==> src/rtl/hr_window_monitor.sv <==
// hr_window_monitor: heart-rate monitor. It computes a DEPTH-sample moving
// average and tracks the session maximum, minimum and sample count. Each
// sample is classified as SAFE, WARNING or EMERGENCY, and the state changes
// only after PERSIST consecutive out-of-class samples. A sticky alarm flag
// records any entry into EMERGENCY.
module hr_window_monitor #(
  parameter int HR_W     = 8,
  parameter int DEPTH    = 8,
  parameter int WARN_TH  = 150,
  parameter int EMERG_TH = 180,
  parameter int PERSIST  = 3
) (
  input  logic            clk,
  input  logic            rst,
  input  logic            sample_valid,
  input  logic [HR_W-1:0] hr_input,
  input  logic            clear,
  input  logic            alarm_ack,
  output logic [HR_W-1:0] avg_hr,
  output logic            avg_valid,
  output logic [HR_W-1:0] max_hr,
  output logic [HR_W-1:0] min_hr,
  output logic [1:0]      hr_state,
  output logic            alarm,
  output logic            alarm_latched,
  output logic [15:0]     sample_count
);

  localparam int LOG2D  = $clog2(DEPTH);
  localparam int SUM_W  = HR_W + LOG2D;
  localparam int PTR_W  = LOG2D;
  localparam int FILL_W = LOG2D + 1;

  localparam logic [FILL_W-1:0] FILL_FULL    = FILL_W'(DEPTH);
  localparam logic [PTR_W-1:0]  PTR_LAST     = PTR_W'(DEPTH - 1);
  localparam logic [HR_W-1:0]   WARN_LIM     = HR_W'(WARN_TH);
  localparam logic [HR_W-1:0]   EMERG_LIM    = HR_W'(EMERG_TH);
  localparam logic [3:0]        PERSIST_LAST = 4'(PERSIST - 1);

  typedef enum logic [1:0] {
    ST_SAFE  = 2'b00,
    ST_WARN  = 2'b01,
    ST_EMERG = 2'b10
  } state_t;

  // Map one instantaneous rate onto its class; thresholds are inclusive lower bounds.
  function automatic state_t classify(input logic [HR_W-1:0] hr);
    if (hr < WARN_LIM) begin
      return ST_SAFE;
    end else if (hr < EMERG_LIM) begin
      return ST_WARN;
    end else begin
      return ST_EMERG;
    end
  endfunction

  // 16-bit increment that sticks at all ones instead of wrapping.
  function automatic logic [15:0] sat_inc16(input logic [15:0] v);
    return (v == 16'hFFFF) ? v : v + 16'd1;
  endfunction

  // Window mean by truncating shift; the sum width makes the top HR_W bits the quotient.
  function automatic logic [HR_W-1:0] window_mean(input logic [SUM_W-1:0] s);
    return s[SUM_W-1 -: HR_W];
  endfunction

  // Window and statistics state
  logic [HR_W-1:0]   hist_q [DEPTH];
  logic [SUM_W-1:0]  sum_q;
  logic [SUM_W-1:0]  sum_d;
  logic [FILL_W-1:0] fill_q;
  logic [FILL_W-1:0] fill_d;
  logic [PTR_W-1:0]  ptr_q;
  logic [PTR_W-1:0]  ptr_d;
  logic [HR_W-1:0]   avg_d;
  logic              avg_valid_d;
  logic [HR_W-1:0]   max_d;
  logic [HR_W-1:0]   min_d;
  logic [15:0]       count_d;

  // Classification state
  state_t            state_q;
  state_t            state_d;
  state_t            cls;
  logic [3:0]        cnt_q;
  logic [3:0]        cnt_d;
  logic              enter_emerg;
  logic              latched_d;

  // A clear in the same cycle drops the sample entirely.
  logic accept;
  assign accept = sample_valid & ~clear;

  assign cls      = classify(hr_input);
  assign hr_state = state_q;

  // Next-value logic for the window, running sum and session statistics.
  always_comb begin
    sum_d   = sum_q;
    fill_d  = fill_q;
    ptr_d   = ptr_q;
    max_d   = max_hr;
    min_d   = min_hr;
    count_d = sample_count;
    if (accept) begin
      // The entry about to be overwritten is the oldest sample, so drop it from the sum.
      sum_d   = sum_q + SUM_W'(hr_input) - SUM_W'(hist_q[ptr_q]);
      fill_d  = (fill_q == FILL_FULL) ? fill_q : fill_q + FILL_W'(1);
      ptr_d   = (ptr_q == PTR_LAST) ? '0 : ptr_q + PTR_W'(1);
      max_d   = (hr_input >= max_hr) ? hr_input : max_hr;
      min_d   = (hr_input <= min_hr) ? hr_input : min_hr;
      count_d = sat_inc16(sample_count);
    end
    avg_valid_d = (fill_d == FILL_FULL);
    avg_d       = avg_valid_d ? window_mean(sum_d) : '0;
  end

  // Persistence filter: the state moves only after PERSIST consecutive
  // out-of-class samples. The class of the last sample in that run selects
  // the destination, so SAFE and EMERGENCY can switch directly.
  always_comb begin
    state_d = state_q;
    cnt_d   = cnt_q;
    if (accept) begin
      if (cls == state_q) begin
        cnt_d = '0;
      end else if (cnt_q == PERSIST_LAST) begin
        state_d = cls;
        cnt_d   = '0;
      end else begin
        cnt_d = cnt_q + 4'd1;
      end
    end
  end

  // Sticky alarm: a new entry into EMERGENCY wins over a simultaneous acknowledge.
  // The acknowledge is ignored while the state is still EMERGENCY.
  always_comb begin
    enter_emerg = (state_d == ST_EMERG) && (state_q != ST_EMERG);
    latched_d   = alarm_latched;
    if (enter_emerg) begin
      latched_d = 1'b1;
    end else if (alarm_ack && (state_q != ST_EMERG)) begin
      latched_d = 1'b0;
    end
  end

  // Classification state register, alarm outputs and persistence counter.
  always_ff @(posedge clk or posedge rst) begin
    if (rst) begin
      state_q       <= ST_SAFE;
      cnt_q         <= '0;
      alarm         <= 1'b0;
      alarm_latched <= 1'b0;
    end else if (clear) begin
      state_q       <= ST_SAFE;
      cnt_q         <= '0;
      alarm         <= 1'b0;
      alarm_latched <= 1'b0;
    end else begin
      state_q       <= state_d;
      cnt_q         <= cnt_d;
      alarm         <= (state_d == ST_EMERG);
      alarm_latched <= latched_d;
    end
  end

  // Window buffer, running sum, fill/pointer and registered statistics outputs.
  always_ff @(posedge clk or posedge rst) begin
    if (rst) begin
      for (int i = 0; i < DEPTH; i++) hist_q[i] <= '0;
      sum_q        <= '0;
      fill_q       <= '0;
      ptr_q        <= '0;
      avg_hr       <= '0;
      avg_valid    <= 1'b0;
      max_hr       <= '0;
      min_hr       <= '1;
      sample_count <= '0;
    end else if (clear) begin
      for (int i = 0; i < DEPTH; i++) hist_q[i] <= '0;
      sum_q        <= '0;
      fill_q       <= '0;
      ptr_q        <= '0;
      avg_hr       <= '0;
      avg_valid    <= 1'b0;
      max_hr       <= '0;
      min_hr       <= '1;
      sample_count <= '0;
    end else begin
      if (accept) hist_q[ptr_q] <= hr_input;
      sum_q        <= sum_d;
      fill_q       <= fill_d;
      ptr_q        <= ptr_d;
      avg_hr       <= avg_d;
      avg_valid    <= avg_valid_d;
      max_hr       <= max_d;
      min_hr       <= min_d;
      sample_count <= count_d;
    end
  end

endmodule

==> config.mk <==
export PLATFORM = sky130hd
export DESIGN_NAME = hr_window_monitor
export DESIGN_NICKNAME = d
export VERILOG_FILES = /design/src/rtl/hr_window_monitor.sv
export SDC_FILE = /design/constraint.sdc
export NUM_CORES = 1
export LEC_CHECK = 0
export ABC_AREA = 1
export CAP_MARGIN = 20
export CORE_ASPECT_RATIO = 2
export CORE_MARGIN = 1
export CORE_UTILIZATION = 53
export DETAILED_ROUTE_END_ITERATION = 8
export PLACE_DENSITY = 0.77
export RECOVER_POWER = 100
export SETUP_SLACK_MARGIN = 0.2
export SLEW_MARGIN = 25
export SYNTH_ARGS = -nofsm -noshare
export SYNTH_HDL_FRONTEND = slang
export SYNTH_SLANG_ARGS = --single-unit
==> constraint.sdc <==
create_clock -name clk -period 3.84 [get_ports clk]
set_input_delay 0.384 -clock clk [delete_from_list [all_inputs] [get_ports clk]]
set_output_delay 0.384 -clock clk [all_outputs]
set_load 0.05 [all_outputs]
Word level (Yosys, flattened, before mapping)
Cells that the tools add are included.

Word-level logic and storage cells: 97. Register bits after elaboration: 131. Output and inout bits: 45. Input bits: 13.

Bitwise gates (word level): 3. Add/sub/neg operators: 6. Eq/ne operators: 9. Multiplexer cells: 42. Reduce and logical (&&, ||, !) cells: 10. Order comparisons: 6.

Operators by type and width (number): $mux W64 (2); $mux W8 (11); $bwmux W64 (1); $mux W16 (3); $mux W4 (7); $bmux W8 S3 (1); $demux W8 S3 (1); $mux W11 (2); $add A16 B1 Y16 const B (1); $eq A16 B16 Y1 const B (1); $lt A8 B8 Y1 const B (2); $mux W2 (6); $add A11 B8 Y11 (1); $sub A11 B8 Y11 (1); $mux W3 (3); $add A4 B1 Y4 const B (2); $eq A4 B4 Y1 const B (2); $ge A8 B8 Y1 (1); $le A8 B8 Y1 (1); $reduce_and A2 Y1 (3); $reduce_bool A2 Y1 (3); $mux W1 (5); $eq A4 B2 Y1 const B (1); $ge A4 B4 Y1 const B (1); 11 further kinds (14).

Logic depth before layout (Yosys ltp)
Word-level depth: 10. Gate-level depth with buffers: 21.

Least setup slack after synthesis
No wires, ideal clock.

Kind: reg-to-reg. Start: reg ptr_q[0]. End: reg avg_hr[1]. Path buffers: 0. Arrival time: 2.638 ns. Period minus slack after synthesis: 2.751 ns. Stages on the path, launching flop included: 18. Required time: 3.727 ns. Path slack: 1.089 ns. Cell sequence: dfrtp_1 inv_1 nand3_1 inv_1 nand2_1 o21ai_0 a221oi_1 nand2_1 fa_1 fa_1 inv_1 nand3_1 nand3_1 a21oi_1 o21ai_0 o21ai_0 nand2_1 inv_1.

Cells in the longest elaborated chain, start to end: 8.

RTL lines: start, declared (line 73) `logic [PTR_W-1:0] ptr_q;`; start signal, assigned (line 194) `ptr_q <= ptr_d;`; $not A3 Y4 (not written as such) (line 107) `sum_d = sum_q + SUM_W'(hr_input) - SUM_W'(hist_q[ptr_q]);`; $bmux W8 S3 (line 107); $mux W8 (not written as such) (2 in series) (line 107); $sub A11 B8 Y11 (line 107); $mux W11 (line 105) `if (accept) begin`; $mux W8 (line 115) `avg_d = avg_valid_d ? window_mean(sum_d) : '0;`; $mux W8 (line 180) `end else if (clear) begin`; end signal, assigned (line 195) `avg_hr <= avg_d;`; end, declared (line 19) `output logic [HR_W-1:0] avg_hr,`.

Every way passes these cells. The select of a mux whose other input is x is not followed. A chain may end at the register's enable or synchronous reset.

Worst setup path in the final report
Start: reg ptr_q[0]. End: reg avg_hr[4].

Same word-level chain as after synthesis.

==> results.cfg <==
[floorplanning]
rows = 60
core_mm2 = 0.01344
start_util = 0.5439
ios = 58
die_h_um = 168.1
dieArea_mm2 = 0.01429
fp.dieW_um = 85.04

[synthesis]
synth_area_mm2 = 0.007310
synth_top_area_frac = 0.4211
synth.area.top_cells = dfrtp_1 (42%), nand2_1 (11%), inv_1 (7.9%)
synthArstFlopShare = 1.000
synth_nets = 977
synth.ff_latch_count = 131
synthFlopType = dfrtp_1
yosys.area.top_type = dfrtp_1
synth_cell_types = 38
avgSynthCellArea_um2 = 7.928
synth_edf_count = 0
yosysWarnings = 0
ys_seq_area_frac = 0.4498
synth_cells = 922

[detailed_routing]
antenna_left = 0
drtIter0Drc = 400
vias = 6570
drc = 0
routedWlPerCell_um = 17.35
firstDrtPassIters = 5
avgViaCountPerCell = 5.728
wirelength_mm = 19.90

[pwr]
power.density_mw_per_mm2 = 535.2
power.leakage_uw = 0.004335
ir_worst_vdd_v = 0.0003631

[worst_hold_path]
min_to = min_hr[6]
holdPathStages = 2
hold_class = reg -> reg
min-delay-start = min_hr[6]

[timing]
fin_crit_sh = 0.8858
rsz0062_at_grt = no
setup_viol = 0
clock.fmax_ghz = 0.2940
hold_ws_ns = 0.4676
worstMarginPinSlew_ns = 1.860
slew_headroom = -0.2402
final.setup.tns_ns = 0
post-route-min-period_ns = 3.402
final_max_slew_viol_count = 111
clock-skew-final_ns = 0.005777
hold_viol = 0
final.setup.worst_slack_ns = 0.4384

[clock_tree]
postCtsSetupRepairBufs = 0
cts_tree = done
clk_pin_slew_ns = 0.06
insertion_delay_ns = 0.42
hold_buffers = 0
cts_buffer_depth = 2
cts.sinks = 131
cts_root_buffer = clkbuf_16
htreeDepth = 4
cts_made_buffers = 17
cts_resized = 0

[worst_setup_path]
crit_buf_inv = 3
reg2regPathDepth = 17
setup.worst_path.end_class = register
worstPathCellList = inv_1, nand3_1, inv_1, a211oi_1, nand4_1, fa_1, inv_1, ha_1, a21oi_1, nor2_1, nor2_1, nand2_1, nand2_1, nand2_1, nand2_1, o21ai_0, nor2_1
max_stage_delay_ns = 0.54
crit_fanout = 6
critPathTopFamily = simple AND/OR/NAND/NOR gates
crit_top_cell = nand2_1
startpoint_type = register
r2r-end = avg_hr[4]
crit_slowest_cell = fa_1
regToRegStartpoint = ptr_q[0]
criticalPathCategory = reg -> reg
crit_start = ptr_q[0]
critPathRequiredTime_ns = 4.18
cp.arrival_ns = 3.74
reg2reg_slack_ns = 0.44

[run_status]
status = finished, violations left
violations = max-capacitance violations, max-slew violations

[place]
io_buffers = 57
gp_congestion = 1.035
place_hpwl_mm = 14.55
postPlaceCellArea_mm2 = 0.008020
dp.cells = 1116
place_ws_ns = 0.6060

[global_route]
use_met2 = 0.5337
grt_max_degree = 75
use_met1 = 0.3297
track_usage = 0.3031
grt_pass1_vias = 6690
antenna_found_initial = 0
grt_pass1_wl_mm = 33.28
grt_use_met3 = 0.05000
grt-ovfl-total = 0
busiest_layer = met2

[final_layout]
drive_above_1_share = 0.05040
layout.nets = 1035
syn_to_final_growth_pct = 17.70
fin_cells = 1147
antenna_cells = 0
stdcell_area_mm2 = 0.008603

[run]
maxCapViolCount = 2
synth_stat cells, types with 7 or more instances:
| library cell | n |
|---|---|
| nand2_1 | 216 |
| inv_1 | 154 |
| dfrtp_1 | 123 |
| nand3_1 | 101 |
| o21ai_0 | 59 |
| nor2_1 | 57 |
| o22ai_1 | 44 |
| ha_1 | 34 |
| a21oi_1 | 20 |
| nand4_1 | 16 |
| clkbuf_1 | 13 |
| a221oi_1 | 10 |
| dfstp_2 | 8 |
| fa_1 | 8 |
| xor2_1 | 7 |
cell usage in the layout, fill, tap and decap left out, types with 3 or more instances in the layout:
| master | count |
|---|---|
| clkdlybuf4s50_1 | 10 |
| nand3b_1 | 4 |
| nand4_1 | 16 |
| clkinvlp_4 | 4 |
| o21ai_0 | 64 |
| dlygate4sd3_1 | 47 |
| inv_1 | 153 |
| fa_1 | 8 |
| ha_1 | 34 |
| clkbuf_1 | 4 |
| a22oi_1 | 4 |
| a221oi_1 | 10 |
| o22ai_1 | 44 |
| clkbuf_16 | 17 |
| clkinv_4 | 3 |
| xor2_1 | 7 |
| nand3_1 | 101 |
| nor2_1 | 60 |
| bufinv_16 | 5 |
| nor3_1 | 6 |
| nand2_1 | 217 |
| dfstp_2 | 8 |
| dfrtp_1 | 123 |
| a21oi_1 | 20 |
worst max-delay path by stage:
stage,slack [ns],cells after the start,to
detailed placement,0.61,16,avg_hr[4]
finish,0.44,17,avg_hr[4]
global route,0.20,17,sum_q[10]
global placement,0.58,16,avg_hr[4]
CTS,0.57,17,avg_hr[4]
floorplan,1.09,17,avg_hr[1]
worst min-delay path: stages, from the launching register on:
cell and delay, ns:
dfstp_2 0.37, nand2_1 0.05, nand2_1 0.04
stage by stage:
stage / power [µW] / utilization
3_5_place_dp: 2854 / 0.5968
2_1_floorplan: 2504 / -
4_1_cts: 4642 / 0.6452
3_3_place_gp: 2830 / 0.5968
5_1_grt: 4849 / 0.6402
6_report: 4604 / 0.6402
sequential cells by signal, summed over array words and instances, names as in the netlist:
signal and flops:
alarm 1, alarm_latched 1, avg_hr 8, avg_valid 1
cnt_q 4, fill_q 4, hist_q 64, hr_state 2
max_hr 8, min_hr 8, ptr_q 3, sample_count 16
sum_q 11
metal layers:
layer / share of wire / vias up
met4: 0.065 / 0
met1: 0.36 / 3130
li1: - / 3144
met5: 0 / -
met3: 0.044 / 82
met2: 0.53 / 214
power by group:
group / total, µW / leakage, µW / internal (µW) / switching (µW)
sequential: 1570 / 0.00177 / 1490 / 79.6
combinational: 1250 / 0.00226 / 402 / 850
clock: 1780 / 0.000301 / 1170 / 615
total: 4600 / 0.00434 / 3060 / 1540
layout make-up:
cell class | count | area (µm²)
Inverter | 156 | 588.1
Clock buffer | 19 | 442.9
Clock inverter | 12 | 206.4
Timing Repair Buffer | 64 | 606.8
Fill cell | 1155 | 4835
Tap cell | 155 | 193.9
Sequential cell | 131 | 3288
Multi-Input combinational cell | 610 | 3277
cell families (layout without fill, tap and decap cells):
group / after synthesis / count (layout) / synth area share
simple gates: 410 / 410 / 0.2432
fa+ha+maj: 42 / 42 / 0.08011
xor+xnor: 9 / 9 / 0.01078
flops: 131 / 131 / 0.4498
buf+inv: 181 / 251 / 0.09757
compound gates: 149 / 149 / 0.1185
Note: power is estimated with default switching activity, not from simulation.
